===== config.mk =====
export PLATFORM = sky130hd
export DESIGN_NAME = alu_pipe_arbiter
export DESIGN_NICKNAME = d
export VERILOG_FILES = /design/src/rtl/alu_pipe_arbiter.sv
export SDC_FILE = /design/constraint.sdc
export NUM_CORES = 1
export LEC_CHECK = 0
export BUFFER_PORTS_ARGS = -buffer_cell sky130_fd_sc_hd__buf_2
export CAP_MARGIN = 0
export CORE_MARGIN = 2
export CORE_UTILIZATION = 47
export CTS_CLUSTER_DIAMETER = 80
export DETAILED_ROUTE_END_ITERATION = 7
export PLACE_DENSITY_LB_ADDON = 0.3
export SYNTH_ARGS = -nofsm -noshare
export SYNTH_HDL_FRONTEND = slang
export SYNTH_SLANG_ARGS = --single-unit
export TNS_END_PERCENT = 1

===== constraint.sdc =====
create_clock -name clk -period 5.7 [get_ports clk]
set_input_delay 0.285 -clock clk [delete_from_list [all_inputs] [get_ports clk]]
set_output_delay 0.285 -clock clk [all_outputs]
set_load 0.02 [all_outputs]

===== src/rtl/alu_pipe_arbiter.sv =====
// alu_pipe_arbiter
//   Two requesters share one two-stage ALU pipeline. A round-robin arbiter
//   grants at most one operation per cycle. The result comes back two edges
//   after the transfer, tagged with the requester that issued it.
//
// Ports
//   clk, rst_n                      clock, async active-low reset
//   reqK_valid/func/a/b (K=0,1)     operation request; func is one-hot
//   reqK_ready                      combinational grant; transfer = valid & ready
//   rspK_valid                      one-cycle pulse, result belongs to requester K
//   rsp_x, rsp_carry, rsp_parity    shared response bus; holds between pulses
//   rsp_err                         func was not one-hot (x/carry forced 0, parity 1)
//   issue_cnt                       accepted-operation counter, wraps
module alu_pipe_arbiter #(
    parameter int CNT_W = 8
) (
    input  logic             clk,
    input  logic             rst_n,
    input  logic             req0_valid,
    input  logic [7:0]       req0_func,
    input  logic [3:0]       req0_a,
    input  logic [3:0]       req0_b,
    output logic             req0_ready,
    input  logic             req1_valid,
    input  logic [7:0]       req1_func,
    input  logic [3:0]       req1_a,
    input  logic [3:0]       req1_b,
    output logic             req1_ready,
    output logic             rsp0_valid,
    output logic             rsp1_valid,
    output logic [3:0]       rsp_x,
    output logic             rsp_carry,
    output logic             rsp_parity,
    output logic             rsp_err,
    output logic [CNT_W-1:0] issue_cnt
);

    localparam int STAGES = 2;

    // Opcode is the bit position of the one-hot func code.
    localparam logic [2:0] OP_ADD  = 3'd7;
    localparam logic [2:0] OP_SUB  = 3'd6;
    localparam logic [2:0] OP_XOR  = 3'd5;
    localparam logic [2:0] OP_OR   = 3'd4;
    localparam logic [2:0] OP_AND  = 3'd3;
    localparam logic [2:0] OP_NOR  = 3'd2;
    localparam logic [2:0] OP_NAND = 3'd1;
    localparam logic [2:0] OP_XNOR = 3'd0;

    typedef struct packed {
        logic [2:0] op;
        logic [3:0] a;
        logic [3:0] b;
        logic       tag;
        logic       err;
    } s1_t;

    typedef struct packed {
        logic [3:0] x;
        logic       carry;
        logic       parity;
        logic       err;
        logic       tag;
    } s2_t;

    function automatic logic [2:0] func_op(input logic [7:0] f);
        logic [2:0] op;
        op = 3'd0;
        for (int i = 0; i < 8; i++) begin
            if (f[i]) op = 3'(i);
        end
        return op;
    endfunction

    // Zero or more than one bit set.
    function automatic logic func_bad(input logic [7:0] f);
        return (f == 8'd0) || ((f & (f - 8'd1)) != 8'd0);
    endfunction

    logic              last;
    logic              xfer;
    logic [STAGES:1]   vld_pipe;
    s1_t               s1_d, s1_q;
    s2_t               s2_d, s2_q;
    logic [4:0]        wide;

    // ---------------- arbitration ----------------
    // last==1 means requester 1 was served most recently, so 0 wins a tie.
    assign req0_ready = req0_valid & (~req1_valid | last);
    assign req1_ready = req1_valid & (~req0_valid | ~last);
    assign xfer       = req0_ready | req1_ready;

    always_comb begin
        s1_d = '0;
        if (req1_ready) begin
            s1_d.op  = func_op(req1_func);
            s1_d.a   = req1_a;
            s1_d.b   = req1_b;
            s1_d.tag = 1'b1;
            s1_d.err = func_bad(req1_func);
        end else begin
            s1_d.op  = func_op(req0_func);
            s1_d.a   = req0_a;
            s1_d.b   = req0_b;
            s1_d.tag = 1'b0;
            s1_d.err = func_bad(req0_func);
        end
    end

    // ---------------- ALU (between stage 1 and stage 2) ----------------
    always_comb begin
        wide = '0;
        case (s1_q.op)
            OP_ADD:  wide = {1'b0, s1_q.a} + {1'b0, s1_q.b};
            OP_SUB:  wide = {1'b0, s1_q.a} - {1'b0, s1_q.b};  // bit4 = borrow
            OP_XOR:  wide = {1'b0, s1_q.a ^ s1_q.b};
            OP_OR:   wide = {1'b0, s1_q.a | s1_q.b};
            OP_AND:  wide = {1'b0, s1_q.a & s1_q.b};
            OP_NOR:  wide = {1'b0, ~(s1_q.a | s1_q.b)};
            OP_NAND: wide = {1'b0, ~(s1_q.a & s1_q.b)};
            OP_XNOR: wide = {1'b0, ~(s1_q.a ^ s1_q.b)};
            default: wide = '0;
        endcase

        s2_d.x      = s1_q.err ? 4'd0 : wide[3:0];
        s2_d.carry  = s1_q.err ? 1'b0 : wide[4];
        s2_d.parity = ~^s2_d.x;
        s2_d.err    = s1_q.err;
        s2_d.tag    = s1_q.tag;
    end

    // ---------------- sequential state ----------------
    always_ff @(posedge clk or negedge rst_n) begin
        if (!rst_n) begin
            last      <= 1'b1;
            vld_pipe  <= '0;
            s1_q      <= '0;
            s2_q      <= '{x: 4'd0, carry: 1'b0, parity: 1'b1, err: 1'b0, tag: 1'b0};
            issue_cnt <= '0;
        end else begin
            vld_pipe <= {vld_pipe[STAGES-1:1], xfer};
            if (xfer) begin
                last      <= req1_ready;
                s1_q      <= s1_d;
                issue_cnt <= issue_cnt + 1'b1;
            end
            // Response bus only moves when a result lands; otherwise it holds.
            if (vld_pipe[1]) s2_q <= s2_d;
        end
    end

    assign rsp0_valid = vld_pipe[STAGES] & ~s2_q.tag;
    assign rsp1_valid = vld_pipe[STAGES] &  s2_q.tag;
    assign rsp_x      = s2_q.x;
    assign rsp_carry  = s2_q.carry;
    assign rsp_parity = s2_q.parity;
    assign rsp_err    = s2_q.err;

endmodule


==> impl_metrics.toml <==
[synth]
ys_seq_elements = 32
netlist_instances = 270
ys_seq_area_share_pct = 34.0
synth.distinct_cells = 54
syn-num-nets = 321
yosysWarnings = 0
synth_edf_count = 0
ys.flop_type = "dfrtp_1"
syn_area_sq_um = 2360
async_flop_share_pct = 100
avgSynthCellArea_sq_um = 8.75

[clock_tree]
ctsResizeCount = 0
htreeDepth = 2
clock_latency_ps = 290
post_cts_buffers = 0
cts_hold_buf = 0
clockRootBuffer = "clkbuf_8"
clk_path_buf_depth = 2
cts_tree = "yes"
cts_buffers = 5
cts_sinks = 32
path_clk_slew_ps = 70

[power_and_ir_drop]
leakage_nw = 1.29
max-vdd-ir-drop_mv = 0.159
power_density_nw_per_um2 = 310

[route]
drt.antenna.violating_nets = 0
drc = 0
drt-initial-drc-count = 69
vias = 2075
finalWirelength_mm = 4.87
wl_per_cell_microns = 12.6
drt-vias-per-instance = 5.38
first_pass_iters = 4

[sta]
fmax_mhz = 315
finalHoldWorstSlack_ps = 40.4
fin_skew_ps = 3.18
hold_violations = 0
setup_tns_ps = 0
setup_viol = 0
worstMarginPinSlew_ps = 695
period_share_pct = 55.7
rsz0062_at_grt = "no"
final_max_slew_viol_count = 0
relSlewSlack_pct = 53.2
fin_crit_ps = 3170

[floorplanning]
start_util_pct = 49.4
io_pins = 55
core_sq_um = 4790
die_h_microns = 74.9
num_rows = 25
die_area_sq_um = 5610
die_x_microns = 74.9

[worst_setup_path]
ff2ff_path_depth = 10
worstPathRequired_ps = 5910
crit_start = "s1_q[11]"
end_kind = "flop"
reg2reg_to = "rsp_parity"
crit_path_start_kind = "flop"
rrSetupSlack_ps = 2530
rr_startpoint = "s1_q[11]"
path_class = "reg2reg"
worst_ep_arrival_time_ps = 3390
critPathMaxFanout = 18

[global_routing]
antenna_found_initial = 0
track_usage_pct = 18.8
grt_max_degree = 33
overflow = 0
grt_pass1_wl_mm = 8.03
grt_pass1_vias = 1778

[run]
cap_violations = 0

[place]
gp_congestion = 0.816
hpwl_mm = 3.70
io_buffer_count = 54

[worst_hold_path]
holdCritPathClass = "in2async"

[layout]
layout_commonest_cell = "buf_2"
nFillCells = 430
diodes = 0
layout_common_cells = "buf_2, dfrtp_1, inv_1"
synthToLayoutAreaGrowth_pct = 15.1
nets = 369
drive_gt1_share_pct = 22.9

[outcome]
status = "completed"
==> flip-flops by register name, summed over array words and instances, names as in the netlist <==
name / flops
rsp_parity: 1
s2_q: 1
s1_q: 13
last: 1
rsp_x: 4
vld_pipe: 2
issue_cnt: 8
rsp_carry: 1
rsp_err: 1
==> stage by stage <==
stage / area (sq um) / setup slack (ps) / utilization, % / std cells / power [mW]
3_3_place_gp: 2630 / 2620 / 55.0 / 378 / 0.665
4_1_cts: 2720 / 2510 / 56.8 / 386 / 0.852
5_1_grt: 2720 / 2270 / 56.8 / 386 / 0.913
2_1_floorplan: 2360 / 3020 / - / 270 / 0.578
3_5_place_dp: 2630 / 2510 / 55.0 / 378 / 0.672
6_report: 2720 / 2530 / 56.8 / 386 / 0.844
==> power breakdown <==
| group | internal, mW | switching, mW |
|---|---|---|
| Clock | 0.0851 | 0.0923 |
| Sequential | 0.269 | 0.0469 |
| Combinational | 0.151 | 0.200 |
| Total | 0.505 | 0.339 |
==> cells by family (layout without fill, tap and decap cells) <==
logic type | count (synthesis) | in the layout | synth area share (%)
DFF | 32 | 32 | 34.0
xor gates and xnor gates | 18 | 18 | 6.67
buffers and inverters | 41 | 90 | 8.00
muxes | 6 | 6 | 2.65
and+or+nand+nor | 74 | 74 | 15.0
adders and majority gates | 16 | 16 | 8.69
AOI/OAI and AO/OA | 83 | 83 | 25.0
==> Yosys cell counts (2+ instances only) <==
master | n | area share [%]
o2bb2ai_1 | 2 | 0.74
mux2i_1 | 4 | 1.7
a21o_1 | 3 | 0.95
o211ai_1 | 3 | 0.95
dfrtp_1 | 30 | 32
o21ai_0 | 17 | 3.6
nor2b_1 | 5 | 1.3
inv_1 | 27 | 4.3
a2bb2oi_1 | 2 | 0.74
nor3_1 | 4 | 0.85
nand2_1 | 24 | 3.8
nand4_1 | 3 | 0.79
a211oi_2 | 2 | 1.1
a31oi_1 | 12 | 3.2
dfstp_2 | 2 | 2.2
o31ai_1 | 2 | 0.64
mux2_2 | 2 | 0.95
a21oi_1 | 10 | 2.1
buf_6 | 2 | 0.95
o21ai_1 | 2 | 0.42
xnor2_1 | 8 | 3.0
o22ai_1 | 8 | 2.1
nand2b_1 | 7 | 1.9
clkbuf_1 | 5 | 0.79
a22o_1 | 3 | 1.1
o32ai_1 | 3 | 1.1
nor2_1 | 21 | 3.3
buf_4 | 5 | 1.6
nand3_1 | 4 | 0.85
a2111oi_2 | 2 | 1.3
xor2_1 | 10 | 3.7
ha_1 | 14 | 7.4
==> layer usage <==
metal  GRT usage (%)  vias up  wire length (microns)
li1                -     1056                      -
met4            7.14        0                     61
met1            27.0      956                   2400
met2            28.2       59                   2170
met3            3.61        4                    236
met5               0        -                      0
==> area by class of cell <==
type / instances / area [sq um] / area share, %
inverter: 28 / 105 / 3.86
clock inverter: 3 / 18.8 / 0.690
tap: 67 / 83.8 / 3.08
sequential: 32 / 803 / 29.5
multi-input combinational: 197 / 1370 / 50.4
clock buffer: 5 / 68.8 / 2.53
timing repair buffer: 54 / 270 / 9.94
==> worst max-delay path: stages, from the launching register on <==
cell	delay, ps
dfrtp_1	720
nand2_1	260
nor2_1	310
mux2i_1	180
fa_1	480
nor2b_1	150
or3b_1	350
a21oi_1	150
o311ai_1	110
a311oi_1	290
o31ai_1	100
==> how the worst max path moves through the flow <==
stage,endpoint,cells past startpoint
6_report,rsp_parity,10
5_1_grt,rsp_parity,10
4_1_cts,rsp_parity,10
3_5_place_dp,rsp_parity,10
3_3_place_gp,rsp_parity,10
2_1_floorplan,rsp_parity,12
No activity file was read; power rests on OpenSTA's default activity.
